## src/rtl/mod_mul_1039_if.sv

```systemverilog
// Operand/result handshake bundle for the GF(1039) sequential multiplier.
// The master drives operands and result acceptance; the slave is the multiplier.
interface mod_mul_1039_if #(
    parameter int W = 11
);
    logic         in_valid;
    logic         in_ready;
    logic [W-1:0] a;
    logic [W-1:0] b;
    logic         out_valid;
    logic         out_ready;
    logic [W-1:0] result;
    logic         out_err;
    logic         busy;

    modport master (
        output in_valid, a, b, out_ready,
        input  in_ready, out_valid, result, out_err, busy
    );

    modport slave (
        input  in_valid, a, b, out_ready,
        output in_ready, out_valid, result, out_err, busy
    );
endinterface

```

## src/rtl/mod_mul_1039_seq.sv

```systemverilog
// Sequential (a*b) mod 1039: 11-cycle shift-add product, then Barrett
// quotient estimate, subtract and single-cycle double correction.
module mod_mul_1039_seq #(
    parameter int P  = 1039,
    parameter int W  = 11,
    parameter int MU = 4036
) (
    input  logic              clk,
    input  logic              rst_n,
    mod_mul_1039_if.slave     bus
);
    localparam int AW = 2 * W - 1;
    localparam int RW = 2 * W;
    localparam int QW = 3 * W + 1;
    localparam int CW = 4;

    typedef enum logic [2:0] {
        ST_IDLE = 3'd0,
        ST_MUL  = 3'd1,
        ST_QEST = 3'd2,
        ST_SUB  = 3'd3,
        ST_CORR = 3'd4,
        ST_DONE = 3'd5
    } state_t;

    state_t          state_r;
    state_t          state_s;
    logic [W-1:0]    a_r;
    logic [W-1:0]    b_r;
    logic [AW-1:0]   acc_r;
    logic [CW-1:0]   cnt_r;
    logic [W-1:0]    q_r;
    logic [RW-1:0]   r_r;
    logic [W-1:0]    result_r;
    logic            err_r;
    logic            out_valid_r;
    logic            in_ready_r;
    logic            busy_r;

    logic            accept_s;
    logic            range_bad_s;
    logic [AW-1:0]   addend_s;
    logic [W-1:0]    q_est_s;
    logic [RW-1:0]   r_diff_s;
    logic [W-1:0]    corr_s;

    // Handshake qualification and operand range check.
    always_comb begin
        accept_s    = bus.in_valid && in_ready_r;
        range_bad_s = (bus.a >= W'(P)) || (bus.b >= W'(P));
    end

    // Shift-add partial product, Barrett estimate/subtract and final correction.
    always_comb begin
        if (b_r[cnt_r]) begin
            addend_s = AW'(a_r) << cnt_r;
        end else begin
            addend_s = '0;
        end
        // q fits W bits because acc never exceeds (P-1)^2.
        q_est_s  = W'((QW'(acc_r) * QW'(MU)) >> (2 * W));
        r_diff_s = RW'(acc_r) - (RW'(q_r) * RW'(P));
        if (r_r >= RW'(2 * P)) begin
            corr_s = W'(r_r - RW'(2 * P));
        end else if (r_r >= RW'(P)) begin
            corr_s = W'(r_r - RW'(P));
        end else begin
            corr_s = W'(r_r);
        end
    end

    // Next-state logic.
    always_comb begin
        state_s = state_r;
        case (state_r)
            ST_IDLE: begin
                if (accept_s) begin
                    state_s = range_bad_s ? ST_DONE : ST_MUL;
                end else begin
                    state_s = ST_IDLE;
                end
            end
            ST_MUL: begin
                if (cnt_r == CW'(W - 1)) begin
                    state_s = ST_QEST;
                end else begin
                    state_s = ST_MUL;
                end
            end
            ST_QEST: state_s = ST_SUB;
            ST_SUB:  state_s = ST_CORR;
            ST_CORR: state_s = ST_DONE;
            ST_DONE: begin
                if (bus.out_ready) begin
                    state_s = ST_IDLE;
                end else begin
                    state_s = ST_DONE;
                end
            end
            default: state_s = ST_IDLE;
        endcase
    end

    // State register and registered handshake flags derived from the next state.
    always_ff @(posedge clk or negedge rst_n) begin
        if (!rst_n) begin
            state_r     <= ST_IDLE;
            out_valid_r <= 1'b0;
            in_ready_r  <= 1'b1;
            busy_r      <= 1'b0;
        end else begin
            state_r     <= state_s;
            out_valid_r <= (state_s == ST_DONE);
            in_ready_r  <= (state_s == ST_IDLE);
            busy_r      <= (state_s != ST_IDLE);
        end
    end

    // Datapath registers; result and error are held untouched while in DONE.
    always_ff @(posedge clk or negedge rst_n) begin
        if (!rst_n) begin
            a_r      <= '0;
            b_r      <= '0;
            acc_r    <= '0;
            cnt_r    <= '0;
            q_r      <= '0;
            r_r      <= '0;
            result_r <= '0;
            err_r    <= 1'b0;
        end else begin
            case (state_r)
                ST_IDLE: begin
                    if (accept_s) begin
                        a_r   <= bus.a;
                        b_r   <= bus.b;
                        acc_r <= '0;
                        cnt_r <= '0;
                        if (range_bad_s) begin
                            result_r <= '0;
                            err_r    <= 1'b1;
                        end
                    end
                end
                ST_MUL: begin
                    acc_r <= acc_r + addend_s;
                    cnt_r <= cnt_r + CW'(1);
                end
                ST_QEST: q_r <= q_est_s;
                ST_SUB:  r_r <= r_diff_s;
                ST_CORR: begin
                    result_r <= corr_s;
                    err_r    <= 1'b0;
                end
                ST_DONE: begin
                    result_r <= result_r;
                end
                default: begin
                    acc_r <= '0;
                    cnt_r <= '0;
                end
            endcase
        end
    end

    assign bus.in_ready  = in_ready_r;
    assign bus.out_valid = out_valid_r;
    assign bus.result    = result_r;
    assign bus.out_err   = err_r;
    assign bus.busy      = busy_r;
endmodule

```

## src/flat_wrapper.sv

```systemverilog
// flat-port wrapper written by rule: the top's interface ports become plain ports
module mod_mul_1039_seq_flat 
#(
    parameter int P  = 1039,
    parameter int W  = 11,
    parameter int MU = 4036
)
  (clk, rst_n, bus_in_valid, bus_a, bus_b, bus_out_ready, bus_in_ready, bus_out_valid, bus_result, bus_out_err, bus_busy);
  mod_mul_1039_if #(.W(W)) bus_i ();
  input  logic clk;
  input  logic rst_n;
  input wire logic [$bits(bus_i.in_valid)-1:0] bus_in_valid;
  input wire logic [$bits(bus_i.a)-1:0] bus_a;
  input wire logic [$bits(bus_i.b)-1:0] bus_b;
  input wire logic [$bits(bus_i.out_ready)-1:0] bus_out_ready;
  output wire logic [$bits(bus_i.in_ready)-1:0] bus_in_ready;
  output wire logic [$bits(bus_i.out_valid)-1:0] bus_out_valid;
  output wire logic [$bits(bus_i.result)-1:0] bus_result;
  output wire logic [$bits(bus_i.out_err)-1:0] bus_out_err;
  output wire logic [$bits(bus_i.busy)-1:0] bus_busy;
  assign bus_i.in_valid = bus_in_valid;
  assign bus_i.a = bus_a;
  assign bus_i.b = bus_b;
  assign bus_i.out_ready = bus_out_ready;
  assign bus_in_ready = bus_i.in_ready;
  assign bus_out_valid = bus_i.out_valid;
  assign bus_result = bus_i.result;
  assign bus_out_err = bus_i.out_err;
  assign bus_busy = bus_i.busy;
  mod_mul_1039_seq #(.P(P), .W(W), .MU(MU)) u_core (.clk(clk), .rst_n(rst_n), .bus(bus_i));
endmodule
```

## config.mk

```make
export PLATFORM = sky130hd
export DESIGN_NAME = mod_mul_1039_seq_flat
export DESIGN_NICKNAME = d
export VERILOG_FILES = /design/src/rtl/mod_mul_1039_if.sv /design/src/rtl/mod_mul_1039_seq.sv /design/src/flat_wrapper.sv
export SDC_FILE = /design/constraint.sdc
export NUM_CORES = 1
export LEC_CHECK = 0
export CAP_MARGIN = 25
export CORE_MARGIN = 2
export CORE_UTILIZATION = 35
export DETAILED_ROUTE_END_ITERATION = 10
export PLACE_DENSITY_LB_ADDON = 0.1
export SLEW_MARGIN = 15
export SYNTH_ARGS = -nofsm -noshare
export SYNTH_HDL_FRONTEND = slang
export SYNTH_SLANG_ARGS = --single-unit
```

## constraint.sdc

```tcl
create_clock -name clk -period 6.91 [get_ports clk]
set_input_delay 0.691 -clock clk [delete_from_list [all_inputs] [get_ports clk]]
set_output_delay 0.691 -clock clk [all_outputs]
set_load 0.03 [all_outputs]
```

---- Word level (Yosys, flattened, before mapping) ----
Cells that the tools add are included.
word-level totals
  flip-flop bits (word level) ............. 98
operators by class
  $mul .................................... 2
  reductions and logical operators ........ 10
  shift operators ......................... 1
  add/sub/neg operators ................... 5
  eq/ne operators ......................... 9
  bitwise gates (word level) .............. 1
  magnitude comparators ................... 5
  muxes and demuxes ....................... 20
operator list
  cell                                                                 count
  one-hot mux 21 bit (3 select lines)                                  1
  two-way mux 11 bit                                                   4
  two-way mux 21 bit                                                   2
  multiplier 21 x 10 -> 31 bit, second input constant                  1
  greater-or-equal comparator 11 bit, second input constant            2
  greater-or-equal comparator 22 x 11 -> 1 bit, second input constant  1
  greater-or-equal comparator 22 x 12 -> 1 bit, second input constant  1
  multiplier 11 x 11 -> 22 bit, second input constant                  1
  one-hot mux 11 bit (2 select lines)                                  1
  subtractor 21 x 22 -> 22 bit                                         1
  adder 21 bit                                                         1
  << shifter 11 x 4 -> 21 bit                                          1
  one-hot mux 3 bit (6 select lines)                                   1
  one-hot mux 4 bit (3 select lines)                                   1
  subtractor 11 bit, second input constant                             1
  subtractor 11 x 5 -> 11 bit, second input constant                   1
  == test 3 bit, second input constant                                 3
  two-way mux 3 bit                                                    3
  == test 3 x 2 -> 1 bit, second input constant                        2
  logical NOT 3 bit                                                    2
  less-than comparator 4 x 5 -> 1 bit, second input constant           1
  adder 4 x 1 -> 4 bit, second input constant                          1
  binary-select mux 1 bit (select 4 bit)                               1
  == test 4 bit, second input constant                                 1
  other kinds (14)                                                     18

---- Logic depth before layout (Yosys ltp) ----
Gate-level depths: netlist of the first run.
  depth in word-level cells ............... 6
  depth in mapped cells ................... 21
  mapped depth without buffers ............ 21

---- Worst setup path before layout of the first run ----
OpenSTA, ideal clock, no wires.
  path kind ............................... flip-flop to flip-flop
  start ................................... register u_core.acc_r[12]
  end ..................................... register u_core.q_r[10]
  clock period less this slack ............ 4.951 ns
  path buffers ............................ 0
  stages on the path, launching flop included .. 20
  library setup time ...................... 0.129 ns
  arrival time ............................ 4.822 ns
  slack ................................... 1.959 ns
  cell sequence ........................... dfrtp_1 fa_1 fa_1 inv_1 fa_1 inv_1 ha_1 inv_1 fa_1 inv_1 ha_1 and3_1 a221oi_1 o21ai_0 a31oi_1 o311ai_1 a31oi_1 o221ai_1 xnor2_1 o21ai_1
between the ends
  cells in the longest elaborated chain, start to end .. 1
ends and longest elaborated chain
  element                       line                     source
  start: declaration            mod_mul_1039_seq.sv:30   logic [AW-1:0] acc_r;
  start signal: assignment      mod_mul_1039_seq.sv:145  acc_r <= acc_r + addend_s;
  multiplier 21 x 10 -> 31 bit  mod_mul_1039_seq.sv:61   q_est_s = W'((QW'(acc_r) * QW'(MU)) >> (2 * W));
  end signal: assignment        mod_mul_1039_seq.sv:148  ST_QEST: q_r <= q_est_s;
  end: declaration              mod_mul_1039_seq.sv:32   logic [W-1:0] q_r;
Every way passes these cells.
A chain may end at the register's enable or synchronous reset.

---- Worst setup path in the final report of the first run ----
  start ................................... register u_core.acc_r[10]
  end ..................................... register u_core.q_r[10]
The elaborated chain is that of the path after synthesis.

==> impl_metrics.py, run 1 <==
metrics = {
    "yosys": {
        "netlist_area_um2": 11700,
        "synth-warning-count": 0,
        "synth_edf_count": 0,
        "synth.distinct_cells": 68,
        "yosysSeqAreaShare_pct": 21.0,
        "synthArstFlopShare_pct": 100,
        "synth_cells": 1265,
        "yosys_most_used_dff": "dfrtp_1",
        "synth-seq-cells": 98,
        "synth_nets": 1576,
        "syn_area_per_cell_um2": 9.24,
    },
    "global_route": {
        "grt_usage_pct": 15.9,
        "grt_pass1_vias": 8659,
        "grt_max_degree": 63,
        "grt_antenna_before_repair": 0,
        "grt_remaining_overflow": 0,
        "grt_pass1_wl_um": 44500,
    },
    "drt": {
        "drtPass1Iterations": 4,
        "num_vias": 8296,
        "wl_um": 26400,
        "drtAntennaViolNets": 0,
        "viasPerCell": 4.77,
        "drt_iter0_drc": 334,
        "wl_per_cell_um": 15.2,
        "drc": 0,
    },
    "clocking": {
        "insertion_delay_ns": 0.38,
        "post_cts_resized": 0,
        "cts_max_level": 3,
        "hold_buffers": 0,
        "cts_setup_buffers": 0,
        "path_clk_slew_ns": 0.08,
        "cts_tree": "done",
        "numCtsBuffers": 9,
        "cts_root_buf": "clkbuf_16",
        "cts_sinks": 98,
        "cts_buffer_depth": 2,
    },
    "die": {
        "row_count": 66,
        "ioPinCount": 41,
        "core_um2": 32700,
        "die_h_um": 187,
        "fp.dieW_um": 187,
        "die-area_um2": 34900,
        "start_util_pct": 35.7,
    },
    "placement": {
        "routabilityCongestion": 0.800,
        "post-dp-hpwl_um": 21900,
        "io_buffers": 40,
    },
    "timing": {
        "relSlewSlack_pct": 44.1,
        "rsz0062_at_grt": "no",
        "finClkSkew_ns": 0.0131,
        "setup_violations": 0,
        "post-route-period-util_pct": 78.1,
        "slew_viol_final": 0,
        "fmax_mhz": 185,
        "hold_viol_final": 0,
        "timing.setup.tns_ns": 0,
        "tightestPinTransition_ns": 0.839,
        "period_needed_ns": 5.40,
    },
    "layout": {
        "layout_common_cells": "230 x inv_1, 179 x ha_1, 106 x fa_1",
        "area_growth_pct": 10.1,
        "register_area_um2": 2450,
        "multiInputGateArea_um2": 8250,
        "drive_gt1_share_pct": 5.86,
        "fill_cells": 3374,
        "antennaDiodeCount": 0,
        "final_common_cell": "inv_1",
        "nets": 1604,
    },
    "worst_setup_path": {
        "reg2reg_slack_ns": 1.51,
        "end_kind": "register",
        "crit_type": "register to register",
        "worst_r2r_startpoint": "u_core.acc_r[10]",
        "cp.required_ns": 7.15,
        "startpoint_type": "register",
        "r2r_end": "u_core.q_r[10]",
        "r2r_cells": 19,
        "crit_arrival_ns": 5.64,
        "crit_fanout": 7,
    },
    "min_path": {
        "hold_path.class": "input port to asynchronous set/reset pin",
    },
    "status": {
        "outcome": "finished, final reports clean",
    },
    "run": {
        "max_cap_violations": 0,
    },
}
==> how the worst max path moves through the flow <==
stage | startpoint | to | slack [ns] | depth (start not counted)
after global placement | u_core.acc_r[12] | u_core.q_r[10] | 1.65 | 19
after global routing | u_core.acc_r[11] | u_core.q_r[10] | 1.16 | 19
after detailed placement | u_core.acc_r[9] | u_core.q_r[10] | 1.59 | 19
after floorplan | u_core.acc_r[12] | u_core.q_r[10] | 1.96 | 19
after CTS | u_core.acc_r[12] | u_core.q_r[10] | 1.55 | 19
final | u_core.acc_r[10] | u_core.q_r[10] | 1.51 | 19
==> worst max-delay path, stage by stage, from the launching register on <==
cell	delay, ns
dfrtp_1	0.60
fa_1	0.56
fa_1	0.53
inv_1	0.05
fa_1	0.49
inv_1	0.04
ha_1	0.27
inv_1	0.05
fa_1	0.49
inv_1	0.04
ha_1	0.29
and3_1	0.22
a221oi_1	0.27
o21ai_0	0.18
a31oi_1	0.20
o311ai_1	0.17
a31oi_1	0.34
o221ai_1	0.20
xnor2_1	0.19
o21ai_1	0.07
==> flip-flops by register name, summed over array words and instances (netlist names), 3 cells and up <==
register	flops
u_core.r_r	22
u_core.acc_r	21
u_core.a_r	11
u_core.b_r	11
u_core.bus.result	11
u_core.q_r	11
u_core.cnt_r	4
u_core.state_r	3
==> Yosys cell counts (4+ instances only) <==
cell	number	area (um2)
nand2b_1	5	31.3
nand4_1	8	50.1
mux2_2	32	360
o21ai_0	77	385
a211oi_1	11	82.6
nand2_1	104	390
buf_2	4	20.0
nor3_1	16	80.1
o21ai_1	15	75.1
nor3b_1	5	37.5
nor2_1	51	191
o22ai_1	10	62.6
xor2_1	29	254
and3_1	6	37.5
ha_1	179	2240
a22o_1	4	35.0
a22oi_1	7	52.6
mux2i_1	13	130
dfrtp_1	97	2430
o211ai_1	5	37.5
nand3_1	20	100
xnor2_1	33	289
a31oi_1	8	50.1
nor2b_1	8	50.1
o21bai_1	14	105
nor4_1	7	43.8
a21o_1	21	158
fa_1	106	2120
a21oi_1	56	280
clkbuf_1	23	86.3
inv_1	230	863
==> metrics by stage <==
stage	instances	worst slack, ns	cell area, um2	hold slack [ns]	utilization (%)
final	1740	1.51	12900	0.298	39.4
after global routing	1740	1.16	12900	0.329	39.4
after CTS	1739	1.55	12900	0.312	39.3
after detailed placement	1723	1.59	12600	0.470	38.5
after global placement	1723	1.65	12600	0.463	38.5
after floorplan	1265	1.96	11700	0.395	-
==> final cells by class <==
cell class                 count  area share [%]
multi-input combinational    904            64.1
inverter                     232            6.77
clock inverter                 6           0.389
sequential                    98            19.1
tap                          442            4.30
timing repair buffer          48            3.54
clock buffer                  10            1.86
==> cell families (layout without fill, tap and decap cells) <==
logic type / count (synthesis) / count (layout) / share of synthesized area (%)
and+or+nand+nor: 252 / 252 / 10.1
buffers and inverters: 263 / 296 / 8.55
xor gates and xnor gates: 62 / 62 / 4.65
adders and majority gates: 285 / 285 / 37.3
DFF: 98 / 98 / 21.0
AOI/OAI and AO/OA: 258 / 258 / 13.8
muxes: 47 / 47 / 4.58
==> per-layer routing <==
metal / vias up / GRT usage [%] / share of wire [%]
met5: - / 0 / 0
met4: 0 / 4.49 / 1.6
met3: 19 / 2.11 / 1.6
met2: 62 / 26.3 / 47
met1: 3924 / 21.7 / 50
li1: 4291 / - / -
Power of run 1 is not shown: default switching activity piles up to over one toggle a cycle in this logic, so the estimate is an artifact.
==> run 2: changes to the inputs <==
Clock period 6.91 ns to 5.2 ns, I/O delays scaled along.
==> impl_metrics.py, run 2 (synthesis results as in run 1) <==
metrics = {
    "timing": {
        "fmax_mhz": 202,
        "relSlewSlack_pct": 32.0,
        "rsz0062_at_grt": "yes",
        "post-route-period-util_pct": 95.3,
        "postLayoutSetupSlackWorst_ns": 0.243,
        "period_needed_ns": 4.96,
        "finClkSkew_ns": 0.0166,
        "slew_viol_final": 0,
        "setup_violations": 0,
        "timing.setup.tns_ns": 0,
        "tightestPinTransition_ns": 1.01,
        "hold_viol_final": 0,
    },
    "layout": {
        "top_register": "u_core.r_r",
        "antennaDiodeCount": 0,
        "fill_cells": 3321,
        "final_common_cell": "inv_1",
        "top_regs": "u_core.r_r x22, u_core.acc_r x21",
        "stdcell_area_um2": 13300,
        "area_growth_pct": 13.6,
        "fin_util_pct": 40.6,
        "nets": 1648,
        "largest_reg_flops": 22,
        "drive_gt1_share_pct": 10.7,
        "layout_common_cells": "229 x inv_1, 178 x ha_1, 104 x nand2_1",
    },
    "clocking": {
        "cts_buffer_depth": 2,
        "cts_sinks": 98,
        "insertion_delay_ns": 0.37,
        "hold_buffers": 0,
        "path_clk_slew_ns": 0.07,
        "cts_root_buf": "clkbuf_16",
        "cts_max_level": 3,
        "cts_tree": "done",
        "numCtsBuffers": 9,
    },
    "placement": {
        "routabilityCongestion": 0.826,
        "io_buffers": 40,
        "pre_cts_slack_ns": -0.0276,
        "placed_area_um2": 12800,
        "post-dp-hpwl_um": 22300,
    },
    "worst_setup_path": {
        "crit_type": "register to register",
        "worst_r2r_startpoint": "u_core.acc_r[10]",
        "startpoint_type": "register",
        "crit_arrival_ns": 5.19,
        "r2r_end": "u_core.q_r[10]",
        "r2r_cells": 20,
        "crit_fanout": 4,
        "end_kind": "register",
        "reg2reg_slack_ns": 0.24,
        "cp.required_ns": 5.43,
    },
    "die": {
        "start_util_pct": 35.7,
        "die-area_um2": 34900,
        "fp.dieW_um": 187,
        "ioPinCount": 41,
        "die_h_um": 187,
        "row_count": 66,
        "core_um2": 32700,
    },
    "drt": {
        "wl_per_cell_um": 15.2,
        "drtAntennaViolNets": 0,
        "routed.top_layer": "met4",
        "drt_iter0_drc": 300,
        "num_vias": 8632,
        "wl_met2_um": 13100,
        "wl_met1_um": 13000,
        "drtPass1Iterations": 4,
        "wl_um": 27100,
        "met3WireLength_um": 483,
        "drc": 0,
        "viasPerCell": 4.84,
    },
    "min_path": {
        "hold_path.class": "input port to asynchronous set/reset pin",
    },
    "run": {
        "max_cap_violations": 0,
    },
    "global_route": {
        "grt_remaining_overflow": 0,
        "grt_pass1_vias": 8892,
        "grt_pass1_wl_um": 45500,
        "grt_usage_pct": 16.2,
        "grt_antenna_before_repair": 0,
        "grt_max_degree": 58,
    },
    "status": {
        "outcome": "finished, final reports clean",
    },
}
run 2: through the flow:
stage          hold slack [ns]  std cells
4_1_cts                  0.269       1775
3_5_place_dp             0.470       1758
3_3_place_gp             0.462       1758
6_report                 0.234       1784
2_1_floorplan            0.224       1265
5_1_grt                  0.296       1784
run 2: worst max path at each step:
stage	startpoint	end	slack, ns	depth (start not counted)
5_1_grt	u_core.acc_r[7]	u_core.q_r[10]	-0.04	19
3_3_place_gp	u_core.acc_r[9]	u_core.q_r[10]	0.07	19
2_1_floorplan	u_core.acc_r[12]	u_core.q_r[10]	0.25	19
3_5_place_dp	u_core.acc_r[11]	u_core.q_r[10]	-0.03	19
6_report	u_core.acc_r[10]	u_core.q_r[10]	0.24	20
4_1_cts	u_core.acc_r[8]	u_core.q_r[10]	0.005	19
run 2: timing repair:
| action | in CTS | in global routing |
|---|---|---|
| resized for setup | 4 | 23 |
| setup endpoints to repair | 1 | 8 |
| buffers inserted | 1 | 9 |
| pin swaps | 1 | 12 |
run 2: area by class of cell:
type	instances	area, um2	share of cell area [%]
Clock inverter	5	38.8	0.292
Sequential cell	98	2470	18.6
Multi-Input combinational cell	904	8320	62.6
Timing Repair Buffer	92	788	5.94
Clock buffer	11	243	1.83
Inverter	232	871	6.56
Tap cell	442	553	4.17
run 2: layer usage:
layer / global-route usage [%] / vias up
li1: - / 4376
met1: 21.5 / 4136
met2: 27.8 / 89
met3: 1.96 / 31
met4: 4.33 / 0
met5: 0 / -
run 2: worst max-delay path, stage by stage (launching register included):
cell and delay [ns]:
dfrtp_2 0.45, buf_4 0.15, fa_2 0.48, fa_1 0.52, inv_1 0.05, fa_1 0.49, inv_1 0.04, ha_1 0.26
inv_1 0.05, fa_1 0.50, inv_1 0.06, ha_4 0.24, a21o_1 0.16, a221oi_2 0.25, o21ai_1 0.12, a31oi_1 0.19
o311ai_2 0.16, a31oi_2 0.28, o221ai_2 0.13, xnor2_1 0.16, o21ai_1 0.07
Power of run 2 is left out for the same reason.
==> RTL edit, RTL diff (settings of run 2) <==
`W` is set to 11 in 3 places; all go to 13.
--- a/src/rtl/mod_mul_1039_if.sv
+++ b/src/rtl/mod_mul_1039_if.sv
@@ -1,7 +1,7 @@
 // Operand/result handshake bundle for the GF(1039) sequential multiplier.
 // The master drives operands and result acceptance; the slave is the multiplier.
 interface mod_mul_1039_if #(
-    parameter int W = 11
+    parameter int W = 13
 );
     logic         in_valid;
     logic         in_ready;
--- a/src/rtl/mod_mul_1039_seq.sv
+++ b/src/rtl/mod_mul_1039_seq.sv
@@ -2,7 +2,7 @@
 // quotient estimate, subtract and single-cycle double correction.
 module mod_mul_1039_seq #(
     parameter int P  = 1039,
-    parameter int W  = 11,
+    parameter int W  = 13,
     parameter int MU = 4036
 ) (
     input  logic              clk,
--- a/src/flat_wrapper.sv
+++ b/src/flat_wrapper.sv
@@ -2,7 +2,7 @@
 module mod_mul_1039_seq_flat 
 #(
     parameter int P  = 1039,
-    parameter int W  = 11,
+    parameter int W  = 13,
     parameter int MU = 4036
 )
   (clk, rst_n, bus_in_valid, bus_a, bus_b, bus_out_ready, bus_in_ready, bus_out_valid, bus_result, bus_out_err, bus_busy);
Ports: changed (resized bus_a, bus_b and bus_result); port bits go from 41 to 47. The function was not compared with the original's and may differ.
==> RTL edit against run 2 <==
Via count grew 20%. Highest routed layer unchanged. Die area increased by 12%. The flow now finishes with violations (setup timing). Worst setup slack got worse by 0.48 ns. Synthesized area grew 12%. Fmax shrank 8.8%. Non-clock buffer count grew 150. Synthesized cell count up 12%. Final area grew 24%. Sequential cell count increased by 14. Routed wire length increased by 25%.
Power is left out: the tool's default activity adds up to more than one toggle a clock period on the data nets, which glitch-free logic cannot reach.
==> RTL edit: results (changes against run 2) <==
• 54990 um — global-route wire length before repair, +21%
• 0 — YS warnings, unchanged
• 4 — crit path max fanout, unchanged
• 27760 um — detailed placement HPWL, +24%
• 363 — first-iteration detailed-routing DRC count, +21%
• in -> async — class of the worst hold path
• 9 — total CTS buffers, unchanged
• 1.000 — Async SR Flop Fraction, unchanged
• 0.09 ns — clock-pin slew of the registers on the worst-case setup and hold paths, +0.02 ns
• 1957 — nets, +19%
• 0.2505 — fraction of layout instances using a drive strength above 1, +0.1439
• 10360 — overall via count from detail_route, +20%
• 2 — number of buffers on the longest clock path, unchanged
• 0.05765 ns — final-layout worst hold slack, -0.1760 ns
• 3 — number of H-tree branching levels, unchanged
• 0.8135 — gp weighted congestion, -1.5%
• 0.01474 ns — post-route clock skew, -0.001836 ns
• 0.2143 — part of the Yosys area used for sequential elements, +0.004416
• 1740 — syn nets, +10%
• sky130_fd_sc_hd__dfrtp_1 — predominant post-synthesis flop cell
• 5.69 ns — data arrival time of the critical path, +0.50 ns
• -0.3167 ns — post-placement worst setup slack, -0.2891 ns
• 0 — initial antenna violation count, unchanged
• u_core.r_r[22] — Crit Reg-Reg Endpoint
• 0.01540 mm^2 — area post-placement, +20%
• 0.1800 — overall fraction of global-route tracks in use, +0.01831
• complete, but fails checks — outcome
• sky130_fd_sc_hd__inv_1 (210), sky130_fd_sc_hd__ha_1 (186), sky130_fd_sc_hd__nand2_1 (121) — leading post-synthesis cells by instance count
• 26 — Worst Reg2Reg Path Length in Cells, +30%
• sky130_fd_sc_hd__dfrtp_1 (21%), sky130_fd_sc_hd__ha_1 (18%), sky130_fd_sc_hd__fa_1 (17%) — cell types with the largest area share after synthesis
• flip-flop — crit path launch type
• -1.848 ns — summed negative setup slack over all endpoints, -1.848 ns
• 76 — number of distinct library cell variants in the gate-level netlist after synthesis, +12%
• 0 — diode count, unchanged
• 46 — Buffers on Ports, +15%
• u_core.q_r[5] — start of the worst register-to-register path
• setup timing — violated checks
• 3579 — filler instances, +7.8%
• 2105 — post-layout instance count excluding filler cells, +18%
• 0.4565 — headroom to the max-slew limit, +0.1363
• 4 — Pre-Repair DR Iteration Count, unchanged
• 0.39 ns — clock latency reported for the late side of the worst-skew pair, +0.02 ns
• 0 — fin. max-slew vios, unchanged
• u_core.r_r (26), u_core.acc_r (25) — top flop regs
• 51 — pin count of the biggest net entering global routing, -12%
• 11 — setup-violating endpoint count in the final report, +11
• 1415 — gate count of the mapped netlist, +12%
• flip-flop — element type at the critical path end
• sky130_fd_sc_hd__clkbuf_16 — Clk Tree Root Cell
• 33770 um — wire length after detailed routing, +25%
• -0.2339 ns — Worst Slack Setup Final, -0.4766 ns
• 10580 — number of global-route vias before repair, +19%
## RTL edit: cell types whose count changed in the layout (fill, tap and decap cells not counted), moves of 19 or more
cell                      change
sky130_fd_sc_hd__buf_4      +137
sky130_fd_sc_hd__inv_1       -37
sky130_fd_sc_hd__nor2_1      +32
sky130_fd_sc_hd__ha_4        +25
sky130_fd_sc_hd__a21o_1      +20
sky130_fd_sc_hd__ha_1        -20
sky130_fd_sc_hd__a21oi_2     +19
## RTL edit: logic make-up (layout without fill, tap and decap cells)
kind of cell,Yosys count,in the layout,share of synthesized area
simple gates,315,315,0.1128
compound gates,314,314,0.1525
fa+ha+maj,295,295,0.3446
buf+inv,248,470,0.07220
flops,112,112,0.2143
xor+xnor,74,74,0.04954
mux,57,57,0.05394
## RTL edit: final cells by class
class,instances,area (um^2),share of cell area
multi-input combinational,1055,10010,0.6072
timing repair buffer,242,1956,0.1186
inverter,212,795.8,0.04826
clock buffer,9,225.2,0.01366
sequential,112,2829,0.1716
clock inverter,7,86.33,0.005236
tap,468,585.6,0.03551
## RTL edit: worst max-delay path: stages (launching register included)
cell and delay (ns):
sky130_fd_sc_hd__dfrtp_2 0.47, sky130_fd_sc_hd__ha_4 0.29, sky130_fd_sc_hd__ha_4 0.12, sky130_fd_sc_hd__inv_2 0.03
sky130_fd_sc_hd__fa_1 0.51, sky130_fd_sc_hd__inv_2 0.05, sky130_fd_sc_hd__ha_4 0.25, sky130_fd_sc_hd__inv_2 0.03
sky130_fd_sc_hd__fa_1 0.51, sky130_fd_sc_hd__inv_2 0.04, sky130_fd_sc_hd__ha_4 0.21, sky130_fd_sc_hd__a21o_1 0.16
sky130_fd_sc_hd__a21oi_2 0.11, sky130_fd_sc_hd__o21bai_1 0.08, sky130_fd_sc_hd__a21o_1 0.21, sky130_fd_sc_hd__o21a_1 0.20
sky130_fd_sc_hd__o31a_1 0.31, sky130_fd_sc_hd__o22a_1 0.24, sky130_fd_sc_hd__xnor2_2 0.21, sky130_fd_sc_hd__ha_4 0.24
sky130_fd_sc_hd__a21o_1 0.22, sky130_fd_sc_hd__a21o_1 0.20, sky130_fd_sc_hd__a21oi_2 0.14, sky130_fd_sc_hd__o31ai_2 0.09
sky130_fd_sc_hd__a21boi_1 0.16, sky130_fd_sc_hd__xnor2_1 0.13, sky130_fd_sc_hd__o21ai_1 0.08
## RTL edit: what timing repair did
| item | in CTS | in global routing |
|---|---|---|
| cloned | 0 | 0 |
| pin swaps | 28 | 100 |
| gates resized for setup | 44 | 103 |
| setup endpoints to repair | 23 | 25 |
| setup buffers | 9 | 15 |
## RTL edit: per-layer routing
layer	global-route usage	up-vias	routed length (um)
li1	-	5261	-
met1	0.2469	4985	16320
met2	0.3001	91	16000
met3	0.02185	21	868
met4	0.04845	0	577
met5	0	-	0
